### src/rtl/mmio_pkg.sv
// Shared constants for the MMIO front end: register offsets, STATUS bit positions and
// the default window base address.
package mmio_pkg;

  localparam logic [31:0] DEF_MMIO_BASE = 32'h1000;

  localparam int unsigned OFF_SENSOR = 0;
  localparam int unsigned OFF_TURN   = 1;
  localparam int unsigned OFF_OUT0   = 2;

  localparam int unsigned CHG_BIT  = 0;
  localparam int unsigned PEND_BIT = 1;

  function automatic int unsigned OFF_STATUS(input int unsigned num_out);
    return OFF_OUT0 + num_out;
  endfunction

endpackage

### src/rtl/sensor_debounce.sv
// Two-flop synchroniser plus stability counter for the sensor board; the change pulse is
// high in the cycle whose edge updates the stable value.
module sensor_debounce #(
  parameter int unsigned DATA_W     = 32,
  parameter int unsigned DEB_CYCLES = 4
) (
  input  logic              clock,
  input  logic              reset,
  input  logic [DATA_W-1:0] din,
  output logic [DATA_W-1:0] stable,
  output logic              chg_pulse
);

  localparam int unsigned CNT_W = (DEB_CYCLES > 1) ? $clog2(DEB_CYCLES) : 1;
  localparam logic [CNT_W-1:0] CNT_MAX = CNT_W'(DEB_CYCLES - 1);

  logic [DATA_W-1:0] sync1_q, sync2_q, cand_q, cand_d, stable_q;
  logic [CNT_W-1:0]  cnt_q, cnt_d;

  always_comb begin
    cand_d = cand_q;
    cnt_d  = cnt_q;
    if (sync2_q != cand_q) begin
      cand_d = sync2_q;
      cnt_d  = '0;
    end else if (cnt_q != CNT_MAX) begin
      cnt_d = cnt_q + 1'b1;
    end
  end

  // Acceptance looks at the next-state counter so a held change lands 2+DEB_CYCLES edges
  // after it is first sampled.
  assign chg_pulse = (cnt_d == CNT_MAX) && (cand_d != stable_q);
  assign stable    = stable_q;

  always_ff @(posedge clock) begin
    if (reset) begin
      sync1_q  <= '0;
      sync2_q  <= '0;
      cand_q   <= '0;
      cnt_q    <= '0;
      stable_q <= '0;
    end else begin
      sync1_q <= din;
      sync2_q <= sync1_q;
      cand_q  <= cand_d;
      cnt_q   <= cnt_d;
      if (chg_pulse) stable_q <= cand_d;
    end
  end

endmodule

### src/rtl/mmio_map_ctrl.sv
// MMIO front end: decodes SENSOR/TURN/OUT/STATUS words and routes all other addresses to RAM.
// Define MMIO_IRQ_EN to add the IEN register and the registered irq output.
module mmio_map_ctrl
  import mmio_pkg::*;
#(
  parameter int unsigned DATA_W = 32,
  parameter int unsigned ADDR_W = 32,
  parameter int unsigned RAM_AW = 12,
  parameter logic [ADDR_W-1:0] MMIO_BASE = ADDR_W'(DEF_MMIO_BASE),
  parameter int unsigned NUM_OUT = 3,
  parameter int unsigned DEB_CYCLES = 4
) (
  input  logic                      clock,
  input  logic                      reset,
  input  logic                      wEn,
  input  logic [ADDR_W-1:0]         addr,
  input  logic [DATA_W-1:0]         dataIn,
  output logic [DATA_W-1:0]         dataOut,
  output logic [NUM_OUT*DATA_W-1:0] out_regs,
  input  logic [DATA_W-1:0]         sensor_in,
  input  logic [DATA_W-1:0]         turn_in,
  input  logic                      turn_wEn,
  output logic                      turn_pending,
`ifdef MMIO_IRQ_EN
  output logic                      irq,
`endif
  output logic                      ram_wEn,
  output logic [RAM_AW-1:0]         ram_addr,
  output logic [DATA_W-1:0]         ram_din,
  input  logic [DATA_W-1:0]         ram_dout
);

  localparam int unsigned OFF_W = 4;
`ifdef MMIO_IRQ_EN
  localparam int unsigned OFF_IEN  = OFF_STATUS(NUM_OUT) + 1;
  localparam int unsigned LAST_OFF = OFF_IEN;
`else
  localparam int unsigned LAST_OFF = OFF_STATUS(NUM_OUT);
`endif

  logic [ADDR_W-1:0] off_full;
  logic [OFF_W-1:0]  off, out_idx;
  logic              hit, mmio_we, wr_turn, wr_status, wr_out;
  logic [DATA_W-1:0] sensor_val, status_w, rd_d, rd_q, turn_q;
  logic [DATA_W-1:0] out_q [NUM_OUT];
  logic              chg_set, chg_q, pend_q, ram_sel_q;
`ifdef MMIO_IRQ_EN
  logic [1:0]        ien_q;
  logic              irq_q, wr_ien;
`endif

  // Offset is taken modulo the full address width, so addresses below the base never hit.
  always_comb begin
    off_full = addr - MMIO_BASE;
    hit      = (addr >= MMIO_BASE) && (off_full <= ADDR_W'(LAST_OFF));
    off      = off_full[OFF_W-1:0];
    out_idx  = off - OFF_W'(OFF_OUT0);
  end

  assign mmio_we   = wEn & hit;
  assign wr_turn   = mmio_we && (off == OFF_W'(OFF_TURN));
  assign wr_status = mmio_we && (off == OFF_W'(OFF_STATUS(NUM_OUT)));
  assign wr_out    = mmio_we && (off >= OFF_W'(OFF_OUT0)) && (out_idx < OFF_W'(NUM_OUT));
`ifdef MMIO_IRQ_EN
  assign wr_ien    = mmio_we && (off == OFF_W'(OFF_IEN));
`endif

  assign ram_wEn  = wEn & ~hit;
  assign ram_addr = addr[RAM_AW-1:0];
  assign ram_din  = dataIn;

  sensor_debounce #(
    .DATA_W     (DATA_W),
    .DEB_CYCLES (DEB_CYCLES)
  ) u_debounce (
    .clock     (clock),
    .reset     (reset),
    .din       (sensor_in),
    .stable    (sensor_val),
    .chg_pulse (chg_set)
  );

  always_comb begin
    status_w           = '0;
    status_w[CHG_BIT]  = chg_q;
    status_w[PEND_BIT] = pend_q;
  end

  always_comb begin
    rd_d = '0;
    if (hit) begin
      if (off == OFF_W'(OFF_SENSOR))               rd_d = sensor_val;
      else if (off == OFF_W'(OFF_TURN))            rd_d = turn_q;
      else if (off == OFF_W'(OFF_STATUS(NUM_OUT))) rd_d = status_w;
`ifdef MMIO_IRQ_EN
      else if (off == OFF_W'(OFF_IEN))             rd_d = DATA_W'(ien_q);
`endif
      for (int i = 0; i < NUM_OUT; i++) begin
        if (off == OFF_W'(OFF_OUT0 + i)) rd_d = out_q[i];
      end
    end
  end

  always_ff @(posedge clock) begin
    if (reset) begin
      rd_q      <= '0;
      ram_sel_q <= 1'b0;
      turn_q    <= '0;
      pend_q    <= 1'b0;
      chg_q     <= 1'b0;
      for (int i = 0; i < NUM_OUT; i++) out_q[i] <= '0;
`ifdef MMIO_IRQ_EN
      ien_q     <= '0;
      irq_q     <= 1'b0;
`endif
    end else begin
      rd_q      <= rd_d;
      ram_sel_q <= ~hit;
      // Engine write has priority; a simultaneous CPU write to TURN is dropped.
      if (turn_wEn) begin
        turn_q <= turn_in;
        pend_q <= 1'b1;
      end else if (wr_turn) begin
        turn_q <= dataIn;
        pend_q <= 1'b0;
      end
      if (chg_set) chg_q <= 1'b1;
      else if (wr_status && dataIn[CHG_BIT]) chg_q <= 1'b0;
      for (int i = 0; i < NUM_OUT; i++) begin
        if (wr_out && (out_idx == OFF_W'(i))) out_q[i] <= dataIn;
      end
`ifdef MMIO_IRQ_EN
      if (wr_ien) ien_q <= dataIn[1:0];
      irq_q <= (chg_q & ien_q[0]) | (pend_q & ien_q[1]);
`endif
    end
  end

  assign dataOut      = ram_sel_q ? ram_dout : rd_q;
  assign turn_pending = pend_q;
`ifdef MMIO_IRQ_EN
  assign irq          = irq_q;
`endif

  for (genvar g = 0; g < NUM_OUT; g++) begin : g_out
    assign out_regs[g*DATA_W +: DATA_W] = out_q[g];
  end

endmodule

### config.mk
export PLATFORM = sky130hd
export DESIGN_NAME = mmio_map_ctrl
export DESIGN_NICKNAME = d
export VERILOG_FILES = /design/src/rtl/mmio_pkg.sv /design/src/rtl/sensor_debounce.sv /design/src/rtl/mmio_map_ctrl.sv
export SDC_FILE = /design/constraint.sdc
export NUM_CORES = 1
export LEC_CHECK = 0
export CAP_MARGIN = 15
export CORE_MARGIN = 2
export CORE_UTILIZATION = 48
export CTS_CLUSTER_DIAMETER = 30
export DETAILED_ROUTE_END_ITERATION = 8
export GPL_ROUTABILITY_DRIVEN = 1
export PLACE_DENSITY = 0.8
export RECOVER_POWER = 50
export SYNTH_ARGS = -nofsm -noshare
export SYNTH_HDL_FRONTEND = slang
export SYNTH_SLANG_ARGS = --single-unit
### constraint.sdc
create_clock -name clock -period 3.6 [get_ports clock]
set_input_delay 0.72 -clock clock [delete_from_list [all_inputs] [get_ports clock]]
set_output_delay 0.72 -clock clock [all_outputs]
set_load 0.05 [all_outputs]
== After elaboration in Yosys (flattened, before gate mapping) ==
Memory sizes are Yosys's and may differ from the RTL's.
Cells that the tools add are included.

* Add/sub/neg operators: 3
* $lt $le $gt $ge: 4
* Equal/unequal tests: 11
* Multiplexer cells: 30
* Bitwise gates (word level): 6
* Reductions and logical operators: 15

{| class="wikitable"
|+ Operators with widths
! kind !! number
|-
| $mux 32 || 12
|-
| $ne 32x32->1 || 2
|-
| $ge 32x13->1 const B || 1
|-
| $le 32x3->1 const B || 1
|-
| $sub 32x13->32 const B || 1
|-
| $mux 1 || 15
|-
| $eq 4x2->1 const B || 3
|-
| $logic_and 1x1->1 || 10
|-
| $eq 4x1->1 const B || 2
|-
| $eq 4x3->1 const B || 2
|-
| $logic_not 4->1 || 2
|-
| $mux 2 || 3
|-
| $ge 4x2->1 const B || 1
|-
| $lt 4x2->1 const B || 1
|-
| $reduce_bool 2->1 || 2
|-
| $sub 4x2->4 const B || 1
|-
| $or 1x1->1 || 3
|-
| $add 2x1->2 const B || 1
|-
| $and 1x1->1 || 2
|-
| $eq 2x2->1 const B || 1
|-
| $ne 2x2->1 const B || 1
|-
| $reduce_or 2->1 || 1
|-
| $not 1->1 || 1
|}

* Bits in registers: 197
* Memory bits (writable): 96
* Bits of input ports: 164
* Output and inout port bits: 174
* Word-level logic and storage cells: 80
* Memories: 1

{| class="wikitable"
|+ Memories
! memory !! depth !! bits a word !! read ports !! clocked after Yosys merged registers in !! write ports !! line !! RTL
|-
| out_q || 3 || 32 || 3 || 0 || 3 || mmio_map_ctrl.sv:45 || <nowiki>logic [DATA_W-1:0] out_q [NUM_OUT];</nowiki>
|}

== Longest topological paths before layout ==
Gate-level depths: netlist of run 1.

* Depth after elaboration: 11
* Depth in mapped cells: 8
* Gate-level depth less buffers: 7

== Modules after synthesis ==
From an unflattened synthesis of run 1, not the netlist that was laid out.

* Cell total of the unflattened synthesis: 1117
* Area, all modules: 12580.8 um2

{| class="wikitable"
|+ Modules (own cells, without submodules)
! module !! instances !! cells an instance !! area an instance (um2) !! seq. area each (um2)
|-
| mmio_map_ctrl || 1 || 718 || 7861.3 || 4224.1
|-
| sensor_debounce || 1 || 399 || 4719.5 || 2602.5
|}

== Worst setup path before layout of run 1 ==
Ideal clock, no wire load.

* Path kind: input to output
* From: input port addr[1]
* To: output port ram_wEn
* Arrival time: 2191 ps
* Required time: 2880 ps
* Slack: 689 ps
* Stages: 6
* Path buffers: 2
* Cells stage by stage: inv_1 o2111a_1 and3_1 buf_4 buf_6 nor2b_1

* Word-level cells in the longest chain between the ends: 5
* Elaborated cells on any way between the ends: 6
* Classes of those cells: add/sub: 1; order compare: 2; bitwise: 2; reduce/logical: 1

{| class="wikitable"
|+ Ends and longest elaborated chain
! item !! line !! RTL
|-
| start: declaration || mmio_map_ctrl.sv:16 || <nowiki>input logic [ADDR_W-1:0] addr,</nowiki>
|-
| $sub 32x13->32 || mmio_map_ctrl.sv:54 || <nowiki>off_full = addr - MMIO_BASE;</nowiki>
|-
| $le 32x3->1 || mmio_map_ctrl.sv:55 || <nowiki>hit = (addr >= MMIO_BASE) && (off_full <= ADDR_W'(LAST_OFF));</nowiki>
|-
| $logic_and 1x1->1 (*) || mmio_map_ctrl.sv:55 ||
|-
| $not 1->1 (no source line) (*) || n/a ||
|-
| $and 1x1->1 (*) || mmio_map_ctrl.sv:68 || <nowiki>assign ram_wEn = wEn & ~hit;</nowiki>
|-
| end: declaration || mmio_map_ctrl.sv:27 || <nowiki>output logic ram_wEn,</nowiki>
|}

Mark *: on every way between the ends. The rest lies on a longest branch, timed or not.

== Worst setup path after layout of run 1 ==
* From: input port addr[2]
* To: output port ram_addr[2]

{| class="wikitable"
|+ RTL lines
! item !! line !! RTL
|-
| end: declaration || mmio_map_ctrl.sv:28 || <nowiki>output logic [RAM_AW-1:0] ram_addr,</nowiki>
|}

No word-level cell between the ends.

==> results of run 1 <==
-- state kept, by name, indices dropped and copies added, names as in the netlist --
| signal | flops |
|---|---|
| turn_pending | 1 |
| turn_q | 32 |
| u_debounce.cnt_q | 2 |
| u_debounce.stable | 32 |
| out_q | 96 |
| u_debounce.cand_q | 32 |
| u_debounce.sync1_q | 32 |
| u_debounce.sync2_q | 32 |
| rd_q | 32 |
| chg_q | 1 |
| ram_sel_q | 1 |
-- power by group through the flow --
stage          clock (mW)  combinational (mW)  sequential (mW)
2_1_floorplan           0               0.490             3.87
3_3_place_gp            0                1.16             3.68
3_5_place_dp            0                1.17             3.68
4_1_cts              4.70                1.18             3.62
5_1_grt              4.86                1.21             3.63
6_report             4.65                1.16             3.62
-- worst max-delay path, cell delays in order --
cell and delay (ns):
clkdlybuf4s50_1 0.48, clkbuf_1 0.53, clkdlybuf4s50_1 0.93
-- area by class of cell --
type,count,area share
antenna,7,0.00101
clock inverter,29,0.0174
sequential,293,0.395
clock buffer,66,0.0813
multi-input combinational,615,0.265
inverter,37,0.00804
tap,330,0.0239
timing repair buffer,366,0.208
-- worst max path at each step --
stage,start,cells after the start,to,slack (ns)
6_report,addr[2],3,ram_addr[2],0.22
5_1_grt,reset,4,u_debounce.stable[6]$_SDFFE_PP0P_,0.15
4_1_cts,addr[3],6,ram_wEn,0.41
3_5_place_dp,addr[3],7,out_q[0][22]$_DFFE_PP_,0.38
3_3_place_gp,addr[25],8,out_q[0][24]$_DFFE_PP_,0.40
2_1_floorplan,addr[1],6,ram_wEn,0.69
-- routing by layer --
| layer | track usage | part of all wire | vias to the layer above |
|---|---|---|---|
| met5 | 0 | 0.00070 | - |
| met4 | 0.136 | 0.048 | 4 |
| met1 | 0.319 | 0.37 | 4460 |
| met3 | 0.0556 | 0.091 | 122 |
| li1 | - | - | 4329 |
| met2 | 0.460 | 0.49 | 573 |
-- logic make-up after synthesis --
kind of cell,count (synthesis)
and+or+nand+nor,313
buffers and inverters,150
AOI/OAI and AO/OA,138
xor gates and xnor gates,66
DFF,293
muxes,96
adders and majority gates,2
-- cell usage in the layout, fill, tap and decap left out, types with 32 or more instances in the layout --
cell type / count
and2_0: 32
dfxtp_1: 197
xor2_1: 32
edfxtp_1: 96
dlygate4sd3_1: 76
xnor2_1: 34
o21ai_0: 33
nor2b_1: 131
clkbuf_16: 52
nor2_1: 38
clkdlybuf4s50_1: 253
nand2_1: 69
mux2_2: 35
a31oi_1: 34
inv_1: 37
mux2i_1: 32
-- stage by stage --
| stage | util | hold WS (ns) | setup WS (ns) | power, mW | instance area, um2 |
|---|---|---|---|---|---|
| 2_1_floorplan | - | 0.414 | 0.689 | 4.36 | 12200 |
| 3_3_place_gp | 0.622 | 0.423 | 0.399 | 4.83 | 15600 |
| 3_5_place_dp | 0.622 | 0.421 | 0.378 | 4.85 | 15600 |
| 4_1_cts | 0.690 | 0.432 | 0.413 | 9.50 | 17300 |
| 5_1_grt | 0.687 | 0.450 | 0.153 | 9.70 | 17300 |
| 6_report | 0.688 | 0.431 | 0.224 | 9.43 | 17300 |
==> results by group, run 1 <==
Timing
  • Clock skew: 0.0169 ns
  • Setup_tns: 0 ns
  • Slew Limit Fails: 168
  • Minimum clock period after layout: 3.38 ns
  • Slew headroom: -0.829
  • Final setup vio count: 0
  • Fmax: 0.296 GHz
  • Crit share post-route: 0.938
  • Slew @ Worst Pin: 2.74 ns
  • RSZ-0062 raised after global routing: no
  • Final hold violation count: 0

Clock tree
  • Reg clk slew, reported paths: 0.05 ns
  • CTS buffer count: 51
  • Max Root-Sink Buffers: 3
  • H-tree depth: 2
  • Post-CTS repair timing setup buffer count: 0
  • PostCTS Resize Cnt: 0
  • Clock Sinks: roughly 300
  • CTS tree: built
  • Latest clock arrival within the worst-skew pair: 0.54 ns
  • Hold buffer count at CTS: 0
  • Root buf cell: clkbuf_16

Placed design
  • Placed insts: between 1,500 and 2,000
  • IO Port Bufs: 337
  • Post-DP HPWL: around 27 mm
  • Placer Congestion: 0.995

Synthesis
  • Top_reg_cell synth: dfxtp_1
  • Post-synthesis register bit count: 293
  • Most common library cells after synthesis: 197 x dfxtp_1, 131 x nor2b_1, 96 x edfxtp_1
  • Synth area leaders: dfxtp_1 32%, edfxtp_1 24%, nor2b_1 6.7%, mux2_4 3.6%, mux2_2 3.2%
  • Area share of the largest cell type after synthesis: 0.322
  • Mapped Area: 12,200 um2
  • Synth Area in Simple Gates: 0.140
  • Syn_area_per_cell: 11.6 um2
  • Unique masters post-synth: 40
  • Compound-gate portion of the synthesized area: 0.0919
  • Biggest area consumer among synthesized cells: dfxtp_1
  • Asr flop ratio synth: 0
  • Mux cell area share after synthesis: 0.0939
  • Syn Nets: 1,224
  • Ys Warns: 0
  • Syn Inst Count: 1,058
  • Most numerous cell in the Yosys netlist: dfxtp_1
  • Adder-Cell Fraction of Synth Area: 0.00204
  • Largest family of logic cells by synthesized area: simple AND/OR/NAND/NOR gates
  • Post-synth EDFFs: 96
  • Post-synthesis sequential area ratio: 0.558
  • Post-synthesis xor/xnor area fraction: 0.0472

Finish
  • Post-layout nets: between 1,500 and 2,000
  • Post-Layout Cell Count: 1,743
  • Sequential Area: ~7000 um2
  • Area growth, synth to finish: 41.0%
  • Area of the multi-input gates: roughly 4600 um2
  • Number of fillers in the final layout: 1,820
  • Share of post-route cells with drive strength above 1: 0.139

Drt
  • Antenna-violating nets left: 0
  • DRT Pass-1 Iters: 8
  • Via count: ~9,500
  • Via density: 5.44
  • DRC Markers: 0
  • Initial DRC count: 812
  • DR WL/cell: approximately 21 um
  • Routed WL: 37.1 mm

Power and ir drop
  • Pint: 7.05 mW
  • Comb pwr share: 0.123
  • Leak pwr: ~6.7 nW
  • P_sw: between 2 and 2.5 mW
  • VDD IR max: roughly 0.43 mV
  • Sequential power share: 0.384
  • Clk pwr share: 0.493
  • Net Sw Frac: 0.252
  • Pwr/cell area: 546 nW/um2

Job
  • Max Cap Viol: 2

Worst hold path
  • Worst hold endpoint: u_debounce.sync2_q[22]$_SDFF_PP0_
  • Hold Crit Depth: 1
  • Hold Startpoint: u_debounce.sync1_q[22]$_SDFF_PP0_
  • Hold/Removal Path Class: flop to flop

Floorplan
  • Area of the core: 25,100 um2
  • Std-Cell Rows: a little under 60
  • Chip width: 164 um
  • Die ar.: 26,800 um2
  • Io pins: 338
  • Starting Density: 0.488
  • Die height: 164 um

Setup path
  • Critical path class: input pin to output pin
  • Worst R2R Path Depth: 6
  • Reg2reg end: u_debounce.stable[0]$_SDFFE_PP0P_
  • Worst reg-to-reg setup slack: 1.04 ns
  • Crit end category: output pin
  • Startpoint types: input pin
  • CP required: 2.88 ns
  • Worst r2r src: u_debounce.sync2_q[7]$_SDFF_PP0_
  • Worst-path fanout max: 13
  • Worst Path Arrival: ~2.7 ns

GRT
  • Initial antenna violation count: 7
  • Total Routing Usage GR: 0.268
  • Number of global-route vias before repair: approximately 9,400
  • Largest net degree at the start of global routing: slightly above 90
  • First-pass GRT wire length: 54.1 mm
  • Total grt overflow: 0

Outcome
  • Status: complete, but fails checks
  • Failing checks: capacitance limit, slew limit
Note: power is estimated with default switching activity, not from simulation.
==> run 2, diff against run 1 <==
SKIP_LAST_GASP = 1   (was default)
==> results of run 2 <==
Final layout, timing and power as in run 1 (identical DEF).
